===== src/rtl/etpu_pkg.sv =====
// rtl/etpu_pkg.sv - shared constants and FSM encoding for the edu_tpu Wishbone host
package etpu_pkg;

    localparam logic [31:0] BASE_ADDRESS_DEF  = 32'h3000_0000;
    localparam int          N_WEIGHT          = 3;
    localparam int          N_INPUT           = 6;
    localparam int          N_RESULT          = 5;
    localparam int          N_JOB             = N_WEIGHT + N_INPUT;
    localparam int          SETTLE_CYCLES_DEF = 40;
`ifdef WB_TIMEOUT_EN
    localparam int          TIMEOUT           = 255;
`endif

    typedef enum logic [2:0] {
        S_IDLE   = 3'd0,
        S_WR_REQ = 3'd1,
        S_WR_GAP = 3'd2,
        S_SETTLE = 3'd3,
        S_RD_REQ = 3'd4,
        S_RD_GAP = 3'd5,
        S_DONE   = 3'd6,
        S_ERR    = 3'd7
    } state_t;

endpackage


===== src/rtl/edu_tpu_wb_host_if.sv =====
// rtl/edu_tpu_wb_host_if.sv - Wishbone initiator bus bundle
// master: drives cyc/stb/we/sel/adr/dat_o, receives ack/dat_i.
// slave : the responder view of the same wires.
interface edu_tpu_wb_host_if;
    logic        wbm_cyc_o;
    logic        wbm_stb_o;
    logic        wbm_we_o;
    logic [3:0]  wbm_sel_o;
    logic [31:0] wbm_adr_o;
    logic [31:0] wbm_dat_o;
    logic        wbm_ack_i;
    logic [31:0] wbm_dat_i;

    modport master (
        output wbm_cyc_o, wbm_stb_o, wbm_we_o, wbm_sel_o, wbm_adr_o, wbm_dat_o,
        input  wbm_ack_i, wbm_dat_i
    );

    modport slave (
        input  wbm_cyc_o, wbm_stb_o, wbm_we_o, wbm_sel_o, wbm_adr_o, wbm_dat_o,
        output wbm_ack_i, wbm_dat_i
    );
endinterface


===== src/rtl/wb_single_xact.sv =====
// rtl/wb_single_xact.sv - one Wishbone request/ack/gap cycle with optional ack timeout
// Optional feature macro: WB_TIMEOUT_EN (ack timeout counter).
// Ports:
//  clk, rst        clock, synchronous active-high reset
//  req             caller is in a request state: drive the bus
//  gap             caller is in a gap state: watch ack for the idle rule
//  req_we          write (1) or read (0) request
//  req_wdata       write data, held stable by the caller for the whole request
//  accepted        ack sampled while requesting (caller leaves request on this edge)
//  first_gap       first cycle after the accepting edge (read capture point)
//  gap_done        gap rule satisfied, caller may issue the next request
//  timeout         request went unanswered for TIMEOUT cycles
//  wb              Wishbone master view
module wb_single_xact
    import etpu_pkg::*;
#(
    parameter logic [31:0] BASE_ADDRESS = BASE_ADDRESS_DEF
) (
    input  logic                     clk,
    input  logic                     rst,
    input  logic                     req,
    input  logic                     gap,
    input  logic                     req_we,
    input  logic [31:0]              req_wdata,
    output logic                     accepted,
    output logic                     first_gap,
    output logic                     gap_done,
    output logic                     timeout,
    edu_tpu_wb_host_if.master        wb
);

    logic gap_low_q;
    logic acc_q;

    assign wb.wbm_cyc_o = req;
    assign wb.wbm_stb_o = req;
    assign wb.wbm_we_o  = req & req_we;
    assign wb.wbm_sel_o = req ? 4'hF : 4'h0;
    assign wb.wbm_adr_o = req ? BASE_ADDRESS : 32'h0;
    assign wb.wbm_dat_o = (req && req_we) ? req_wdata : 32'h0;

    assign accepted  = req & wb.wbm_ack_i;
    assign first_gap = gap & acc_q;
    // Responder ack is registered, so it can still be high in the first gap
    // cycle; require one low sample and then one more cycle before releasing.
    assign gap_done  = gap & ~wb.wbm_ack_i & gap_low_q;

    always_ff @(posedge clk) begin
        if (rst) begin
            gap_low_q <= 1'b0;
            acc_q     <= 1'b0;
        end else begin
            gap_low_q <= gap & ~wb.wbm_ack_i;
            acc_q     <= accepted;
        end
    end

`ifdef WB_TIMEOUT_EN
    logic [7:0] tmo_cnt_q;

    always_ff @(posedge clk) begin
        if (rst || !req || wb.wbm_ack_i) begin
            tmo_cnt_q <= 8'd0;
        end else begin
            tmo_cnt_q <= tmo_cnt_q + 8'd1;
        end
    end

    assign timeout = req & ~wb.wbm_ack_i & (tmo_cnt_q == 8'(TIMEOUT - 1));
`else
    assign timeout = 1'b0;
`endif

endmodule


===== src/rtl/edu_tpu_wb_host.sv =====
// rtl/edu_tpu_wb_host.sv - Wishbone host that runs one edu_tpu job (9 writes, settle, 5 reads)
// Optional feature macro: WB_TIMEOUT_EN (per-transaction ack timeout, sets sticky error).
// Ports:
//  caravel_wb_clk_i/caravel_wb_rst_i  clock, synchronous active-high reset
//  job_we/job_addr/job_wdata          job buffer write port (0..2 weights, 3..8 inputs)
//  start                              launch a job (accepted only in IDLE)
//  busy/done/error                    job status
//  res_valid/res_idx/res_data         one pulse per captured result word
//  wb                                 Wishbone master bus
module edu_tpu_wb_host
    import etpu_pkg::*;
#(
    parameter logic [31:0] BASE_ADDRESS  = BASE_ADDRESS_DEF,
    parameter int          SETTLE_CYCLES = SETTLE_CYCLES_DEF
) (
    input  logic              caravel_wb_clk_i,
    input  logic              caravel_wb_rst_i,
    input  logic              job_we,
    input  logic [3:0]        job_addr,
    input  logic [31:0]       job_wdata,
    input  logic              start,
    output logic              busy,
    output logic              done,
    output logic              error,
    output logic              res_valid,
    output logic [2:0]        res_idx,
    output logic [31:0]       res_data,
    edu_tpu_wb_host_if.master wb
);

    localparam int         SW        = $clog2(SETTLE_CYCLES + 1);
    localparam logic [3:0] K_WR_END  = 4'(N_JOB);
    localparam logic [3:0] K_RD_LAST = 4'(N_RESULT - 1);

    state_t          state_q, state_d;
    logic [3:0]      k_q;
    logic [SW-1:0]   settle_q;
    logic [31:0]     dat_q;
    logic            error_q;
    logic            res_valid_q;
    logic [2:0]      res_idx_q;
    logic [31:0]     res_data_q;
    logic [31:0]     job_mem [N_JOB];

    logic req, gap, accepted, first_gap, gap_done, xact_tmo;

    // Job buffer is deliberately outside reset so a preloaded job survives it.
    always_ff @(posedge caravel_wb_clk_i) begin
        if (job_we && (job_addr < K_WR_END)) begin
            job_mem[job_addr] <= job_wdata;
        end
    end

    assign req = (state_q == S_WR_REQ) || (state_q == S_RD_REQ);
    assign gap = (state_q == S_WR_GAP) || (state_q == S_RD_GAP);

    wb_single_xact #(
        .BASE_ADDRESS (BASE_ADDRESS)
    ) u_xact (
        .clk       (caravel_wb_clk_i),
        .rst       (caravel_wb_rst_i),
        .req       (req),
        .gap       (gap),
        .req_we    (state_q == S_WR_REQ),
        .req_wdata (dat_q),
        .accepted  (accepted),
        .first_gap (first_gap),
        .gap_done  (gap_done),
        .timeout   (xact_tmo),
        .wb        (wb)
    );

    always_comb begin
        state_d = state_q;
        case (state_q)
            S_IDLE:   if (start) state_d = S_WR_REQ;
            S_WR_REQ: begin
                if (xact_tmo)      state_d = S_ERR;
                else if (accepted) state_d = S_WR_GAP;
            end
            S_WR_GAP: if (gap_done) state_d = (k_q < K_WR_END) ? S_WR_REQ : S_SETTLE;
            S_SETTLE: if (settle_q == '0) state_d = S_RD_REQ;
            S_RD_REQ: begin
                if (xact_tmo)      state_d = S_ERR;
                else if (accepted) state_d = S_RD_GAP;
            end
            S_RD_GAP: if (gap_done) state_d = (k_q < K_RD_LAST) ? S_RD_REQ : S_DONE;
            S_DONE:   state_d = S_IDLE;
            S_ERR:    state_d = S_IDLE;
            default:  state_d = S_IDLE;
        endcase
    end

    always_ff @(posedge caravel_wb_clk_i) begin
        if (caravel_wb_rst_i) begin
            state_q     <= S_IDLE;
            k_q         <= 4'd0;
            settle_q    <= '0;
            dat_q       <= 32'h0;
            error_q     <= 1'b0;
            res_valid_q <= 1'b0;
            res_idx_q   <= 3'd0;
            res_data_q  <= 32'h0;
        end else begin
            state_q     <= state_d;
            res_valid_q <= 1'b0;
            case (state_q)
                S_IDLE: begin
                    if (start) begin
                        k_q     <= 4'd0;
                        error_q <= 1'b0;
                        dat_q   <= job_mem[0];
                    end
                end
                S_WR_REQ: begin
                    if (xact_tmo)      error_q <= 1'b1;
                    else if (accepted) k_q     <= k_q + 4'd1;
                end
                S_WR_GAP: begin
                    // Write data is latched at request start so job buffer
                    // updates never disturb a transaction already on the bus.
                    if (gap_done) begin
                        if (k_q < K_WR_END) dat_q    <= job_mem[k_q];
                        else                settle_q <= SW'(SETTLE_CYCLES - 1);
                    end
                end
                S_SETTLE: begin
                    settle_q <= settle_q - SW'(1);
                    if (settle_q == '0) k_q <= 4'd0;
                end
                S_RD_REQ: begin
                    if (xact_tmo) error_q <= 1'b1;
                end
                S_RD_GAP: begin
                    if (first_gap) begin
                        res_valid_q <= 1'b1;
                        res_idx_q   <= k_q[2:0];
                        res_data_q  <= wb.wbm_dat_i;
                    end
                    if (gap_done && (k_q < K_RD_LAST)) k_q <= k_q + 4'd1;
                end
                default: ;
            endcase
        end
    end

    assign busy      = (state_q != S_IDLE);
    assign done      = (state_q == S_DONE);
    assign error     = error_q;
    assign res_valid = res_valid_q;
    assign res_idx   = res_idx_q;
    assign res_data  = res_data_q;

endmodule


===== src/flat_wrapper.sv =====
// flat-port wrapper written by rule: the top's interface ports become plain ports
module edu_tpu_wb_host_flat import etpu_pkg::*;
#(
    parameter logic [31:0] BASE_ADDRESS  = BASE_ADDRESS_DEF,
    parameter int          SETTLE_CYCLES = SETTLE_CYCLES_DEF
)
  (caravel_wb_clk_i, caravel_wb_rst_i, job_we, job_addr, job_wdata, start, busy, done, error, res_valid, res_idx, res_data, wb_wbm_cyc_o, wb_wbm_stb_o, wb_wbm_we_o, wb_wbm_sel_o, wb_wbm_adr_o, wb_wbm_dat_o, wb_wbm_ack_i, wb_wbm_dat_i);
  edu_tpu_wb_host_if wb_i ();
  input  logic caravel_wb_clk_i;
  input  logic caravel_wb_rst_i;
  input  logic job_we;
  input  logic [3:0] job_addr;
  input  logic [31:0] job_wdata;
  input  logic start;
  output logic busy;
  output logic done;
  output logic error;
  output logic res_valid;
  output logic [2:0] res_idx;
  output logic [31:0] res_data;
  output wire logic [$bits(wb_i.wbm_cyc_o)-1:0] wb_wbm_cyc_o;
  output wire logic [$bits(wb_i.wbm_stb_o)-1:0] wb_wbm_stb_o;
  output wire logic [$bits(wb_i.wbm_we_o)-1:0] wb_wbm_we_o;
  output wire logic [$bits(wb_i.wbm_sel_o)-1:0] wb_wbm_sel_o;
  output wire logic [$bits(wb_i.wbm_adr_o)-1:0] wb_wbm_adr_o;
  output wire logic [$bits(wb_i.wbm_dat_o)-1:0] wb_wbm_dat_o;
  input wire logic [$bits(wb_i.wbm_ack_i)-1:0] wb_wbm_ack_i;
  input wire logic [$bits(wb_i.wbm_dat_i)-1:0] wb_wbm_dat_i;
  assign wb_wbm_cyc_o = wb_i.wbm_cyc_o;
  assign wb_wbm_stb_o = wb_i.wbm_stb_o;
  assign wb_wbm_we_o = wb_i.wbm_we_o;
  assign wb_wbm_sel_o = wb_i.wbm_sel_o;
  assign wb_wbm_adr_o = wb_i.wbm_adr_o;
  assign wb_wbm_dat_o = wb_i.wbm_dat_o;
  assign wb_i.wbm_ack_i = wb_wbm_ack_i;
  assign wb_i.wbm_dat_i = wb_wbm_dat_i;
  edu_tpu_wb_host #(.BASE_ADDRESS(BASE_ADDRESS), .SETTLE_CYCLES(SETTLE_CYCLES)) u_core (.caravel_wb_clk_i(caravel_wb_clk_i), .caravel_wb_rst_i(caravel_wb_rst_i), .job_we(job_we), .job_addr(job_addr), .job_wdata(job_wdata), .start(start), .busy(busy), .done(done), .error(error), .res_valid(res_valid), .res_idx(res_idx), .res_data(res_data), .wb(wb_i));
endmodule

===== config.mk =====
export PLATFORM = sky130hd
export DESIGN_NAME = edu_tpu_wb_host_flat
export DESIGN_NICKNAME = d
export VERILOG_FILES = /design/src/rtl/etpu_pkg.sv /design/src/rtl/edu_tpu_wb_host_if.sv /design/src/rtl/wb_single_xact.sv /design/src/rtl/edu_tpu_wb_host.sv /design/src/flat_wrapper.sv
export SDC_FILE = /design/constraint.sdc
export NUM_CORES = 1
export LEC_CHECK = 0
export ABC_AREA = 0
export CORE_MARGIN = 2
export CORE_UTILIZATION = 45
export CTS_CLUSTER_DIAMETER = 30
export DETAILED_ROUTE_END_ITERATION = 16
export PLACE_DENSITY_LB_ADDON = 0.1
export SLEW_MARGIN = 20
export SYNTH_ARGS = -nofsm -noshare
export SYNTH_HDL_FRONTEND = slang
export SYNTH_SLANG_ARGS = --single-unit

===== constraint.sdc =====
create_clock -name caravel_wb_clk_i -period 11.5 [get_ports caravel_wb_clk_i]
set_clock_uncertainty 0.1 [all_clocks]
set_input_delay 3.45 -clock caravel_wb_clk_i [delete_from_list [all_inputs] [get_ports caravel_wb_clk_i]]
set_output_delay 3.45 -clock caravel_wb_clk_i [all_outputs]
set_load 0.01 [all_outputs]

### Word-level counts from Yosys, hierarchy flattened

Memories as Yosys holds them, arrays and structs flattened. A register that Yosys moved wholly into a read port is not among the register bits.
Cells that the tools add are included.

* register bits after elaboration: 83
* bits in writable memories: 288
* bits of input ports: 73
* word-level logic and storage cells: 85
* memories: 1

Memory list
* u_core.job_mem: words 9, width 32, read ports 2, clocked after memory_dff 1, wr ports 1, RTL line edu_tpu_wb_host.sv:43 `logic [31:0] job_mem [N_JOB];`

* $add $sub $neg: 2
* magnitude comparators: 3
* equal/unequal tests: 16
* muxes and demuxes: 29
* bitwise operators: 7
* reduce and logical (&&, ||, !) cells: 18

Operators by type and width (number)
* 32-bit two-way mux: 4
* 32-bit case mux with 2 select lines: 1
* 30-bit two-way mux: 1
* 4-bit two-way mux: 7
* 3-bit case mux with 7 select lines: 1
* 3-bit two-way mux: 6
* 4-bit case mux with 4 select lines: 1
* 3-bit == test (second input constant): 4
* 6-bit two-way mux: 2
* 6-bit case mux with 2 select lines: 1
* 2-bit by 1-bit inequality test with 1-bit output (second input constant): 5
* 4-bit < comparator (second input constant): 2
* 2-bit inequality test (second input constant): 4
* 3-bit by 2-bit == test with 1-bit output (second input constant): 2
* 6-bit logical NOT: 1
* 6-bit AND reduction: 1
* 6-bit by 1-bit subtractor with 6-bit output (second input constant): 1
* 1-bit AND: 5
* 5-bit AND reduction: 1
* 4-bit by 1-bit adder with 4-bit output (second input constant): 1
* 4-bit by 3-bit < comparator with 1-bit output (second input constant): 1
* 2-bit two-way mux: 2
* 4-bit AND reduction: 1
* 2-bit nonzero test: 2
* other kinds (11): 18

### Depth between registers and ports, before layout

* depth after elaboration: 9
* mapped depth: 8
* mapped depth without buffers: 7

### Modules after synthesis

From an unflattened synthesis, not the netlist that was laid out.

* cells, all modules: 1001
* area total of the unflattened synthesis: 15158.3 um^2

By module, submodules not included
* edu_tpu_wb_host: times used 1, cells an instance 915, area each 14506.4 um^2
* wb_single_xact: times used 1, cells an instance 86, area each 651.9 um^2

### Least setup slack after synthesis

No wires, ideal clock.

* path type: in2reg
* from: in job_addr[1]
* to: mem u_core.job_mem[8][0] (enable)
* arrival: 6.663 ns
* slack: 4.232 ns
* stages: 1
* path buffers: 0
* cells stage by stage: nor4_1

* longest elaborated chain between the ends: 4

Ends and longest elaborated chain
* start: declaration: RTL line flat_wrapper.sv:12 `input logic [3:0] job_addr;`
* 4-bit < comparator: RTL line edu_tpu_wb_host.sv:49 `if (job_we && (job_addr < K_WR_END)) begin`
* 1-bit logical AND: RTL line edu_tpu_wb_host.sv:49
* 1-bit two-way mux: RTL line edu_tpu_wb_host.sv:49
* 1-bit two-way mux (not written as such): RTL line edu_tpu_wb_host.sv:50 `job_mem[job_addr] <= job_wdata;`
* end: declaration: RTL line edu_tpu_wb_host.sv:43

Parallel ways exist; a longest one is shown, timed or not.

### Worst setup path in the final report

* from: reg u_core.state_q[0]
* to: out wb_wbm_dat_o[23]

* longest elaborated chain between the ends: 4

Ends and longest elaborated chain
* start: declaration: RTL line edu_tpu_wb_host.sv:35 `state_t state_q, state_d;`
* start signal: assignment: RTL line edu_tpu_wb_host.sv:105 `state_q <= state_d;`
* 3-bit by 1-bit == test with 1-bit output or 3-bit == test (tied branches): RTL line edu_tpu_wb_host.sv:54, edu_tpu_wb_host.sv:64
* 1-bit logical OR: RTL line edu_tpu_wb_host.sv:54 `assign req = (state_q == S_WR_REQ) || (state_q == S_RD_REQ);`
* 1-bit logical AND (*): RTL line wb_single_xact.sv:40 `assign wb.wbm_dat_o = (req && req_we) ? req_wdata : 32'h0;`
* 32-bit two-way mux (*): RTL line wb_single_xact.sv:40
* end: declaration: RTL line flat_wrapper.sv:26 `output wire logic [$bits(wb_i.wbm_dat_o)-1:0] wb_wbm_dat_o;`

Every way passes the cells marked *; elsewhere a longest branch is shown, timed or not.

==> out/results.ini <==
[finish]
finalInstanceArea_um2=19680
syn_to_final_growth_pct=29.63
diodes=0
drive_above_1_share=0.1489
nets=1336

[setup_path]
critPathCaptureType=output port
crit_fanout=24
arrival_ns=3.22
start_kind=flip-flop
critPathKind=reg -> out
cp.required_ns=7.95

[routing]
detail-route-antenna-nets=0
vias=9663
wirelength_um=36480
drtIter0Drc=676
dr_wl_met3_um=2518
post_drt_wl_per_cell_um=20.60
via_per_inst=5.456
dr.pass1.iters=6
drc=0
dr_wl_met2_um=17100
top_layer=met5
met1_length_um=16230

[synth]
synth_most_common_cell=edfxtp_1
ys_ff_latch=375
synth_ff_type=edfxtp_1
yosys_warnings=0
synth.distinct_cells=51
synth_seq_area_share=0.6842
synth.area.top_cells=edfxtp_1 57%, dfxtp_1 11%, mux2i_1 5.5%
synth_top_area_frac=0.5695
yosys-top-cells-count=288 x edfxtp_1, 108 x nand2_1, 87 x dfxtp_1, 83 x mux2i_1, 54 x nor2_1
netlist_instances=1090
async_flop_share=0
synthesis.area_um2=15180
synth_area_per_cell_um2=13.93
synth_edf_count=288
yosysTopAreaCell=edfxtp_1

[power_and_ir_drop]
leakage_nw=6.445
p_seq_frac=0.378
p_switching_mw=0.9266
swShare=0.2257
p_clk_frac=0.539
vdd_drop_max_mv=0.1328
power_density_nw_per_um2=208.6
combPwrFrac=0.083
p_int_mw=3.180

[sta]
period_share=0.5890
worst_pin_slew_ns=1.138
fin_ws_ns=4.726
min_period_ns=6.774
slew_headroom=0.2394
hold_viol=0
setup_tns_ns=0
maxSlewViolCount=0
setup_viol=0
grt_setup_unrepaired=false
holdWs_ns=0.3494
max_freq_mhz=147.6

[clock_network]
cts-buffers-inserted=78
h-tree-depth=3
cts_hold_buf=0
tritoncts=built
cts_buffer_depth=3
clockRootBuffer=clkbuf_16
clk_latency_ns=0.57
cts_setup_buffers=0
clk_pin_slew_ns=0.04
cts_resized=0
cts_num_sinks=375

[floorplan]
dieWidth_um=187.7
die_h_um=187.7
start_util=0.4551
fp.dieArea_um2=35230
io-pin-count=183
rows=67
core_area_um2=33360

[global_routing]
grt_pass1_vias=9785
grt_pass1_wl_um=56100
antenna_found_initial=3
gr-usage-all-layers=0.2077
grt_max_degree=64
grt_remaining_overflow=0

[placed_design]
port_buffers=151
dpl.hpwl_um=19620
placed_area_um2=16980
post-place-ws_ns=5.338
gp_congestion=0.7463

[min_path]
hp-class=reg -> reg

[flow_run]
max_cap_viol_count=0

[status]
status=finished clean

## worst paths after layout
| path | startpoint | endpoint | slack [ns] | cells past startpoint |
|---|---|---|---|---|
| worst max register to register | u_core.state_q[1] | u_core.dat_q[0] | 8.47 | 6 |
| worst min-delay path | u_core.res_data[27] | u_core.res_data[27] | 0.35 | 2 |
| worst min register to register | u_core.res_data[27] | u_core.res_data[27] | 0.35 | 2 |
| worst max-delay path | u_core.state_q[0] | wb_wbm_dat_o[23] | 4.73 | 4 |
## power by group through the flow
| stage | clock [mW] | sequential [mW] | combinational, mW |
|---|---|---|---|
| final | 2.21 | 1.55 | 0.341 |
| after global routing | 2.33 | 1.56 | 0.371 |
| after CTS | 2.25 | 1.55 | 0.341 |
| after detailed placement | 0 | 1.58 | 0.339 |
| after global placement | 0 | 1.58 | 0.335 |
| after floorplan | 0 | 1.55 | 0.233 |
## critical path, cell delays in order, from the launching register on
cell,delay [ns]
dfxtp_1,0.85
nor2b_4,0.64
buf_4,0.40
and3_1,0.21
clkdlybuf4s50_1,0.54
## cells in the final DEF (no fill, tap or decap), types with 11 or more instances in the layout
cell type and n:
a21oi_1 42, mux2i_1 83, clkbuf_16 81, o221ai_1 32
nor3_1 18, and3_1 36, dfxtp_1 85, o211ai_1 20
nor2b_1 17, nor2_1 48, a31oi_1 23, o21ai_0 47
clkinvlp_4 11, clkbuf_1 14, mux4_2 24, buf_4 19
edfxtp_1 288, conb_1 31, clkdlybuf4s50_1 150, o22ai_1 21
nand2_1 108
## sequential cells by signal (all words and copies together) (netlist names), named ones only
register	cells
u_core.job_mem	288
u_core.u_xact.acc_q	1
u_core.res_data	32
u_core.k_q	4
u_core.dat_q	32
u_core.res_idx	3
u_core.state_q	3
u_core.settle_q	6
u_core.res_valid	1
u_core.u_xact.gap_low_q	1
## routing by layer
layer / GRT usage / vias to the layer above
li1: - / 4466
met1: 0.2773 / 4785
met2: 0.3308 / 358
met3: 0.05428 / 50
met4: 0.07147 / 4
met5: 0 / -
## through the flow
stage / util / power, mW / instances
after floorplan: - / 1.782 / 1120
after global placement: 0.5089 / 1.911 / 1625
after detailed placement: 0.5089 / 1.915 / 1625
after CTS: 0.5885 / 4.143 / 1769
after global routing: 0.5900 / 4.259 / 1771
final: 0.5900 / 4.106 / 1771
## final cells by class
cell class	instances	area, um2
Tap cell	448	560.5
Fill cell	2688	13680
Clock buffer	96	2093
Timing Repair Buffer	172	1697
Clock inverter	48	560.5
Sequential cell	375	10400
Inverter	9	33.78
Multi-Input combinational cell	623	4342
## cells by family (layout without fill, tap and decap cells)
logic type	Yosys count	in the layout	share of synthesized area
compound gates	215	215	0.09509
other cells	1	31	0.0002470
flops	375	375	0.6842
simple gates	263	263	0.08314
fa+ha+maj	4	4	0.003296
xor+xnor	3	3	0.001731
buf+inv	122	325	0.04194
mux	107	107	0.09031
Note: power is estimated with default switching activity, not from simulation.
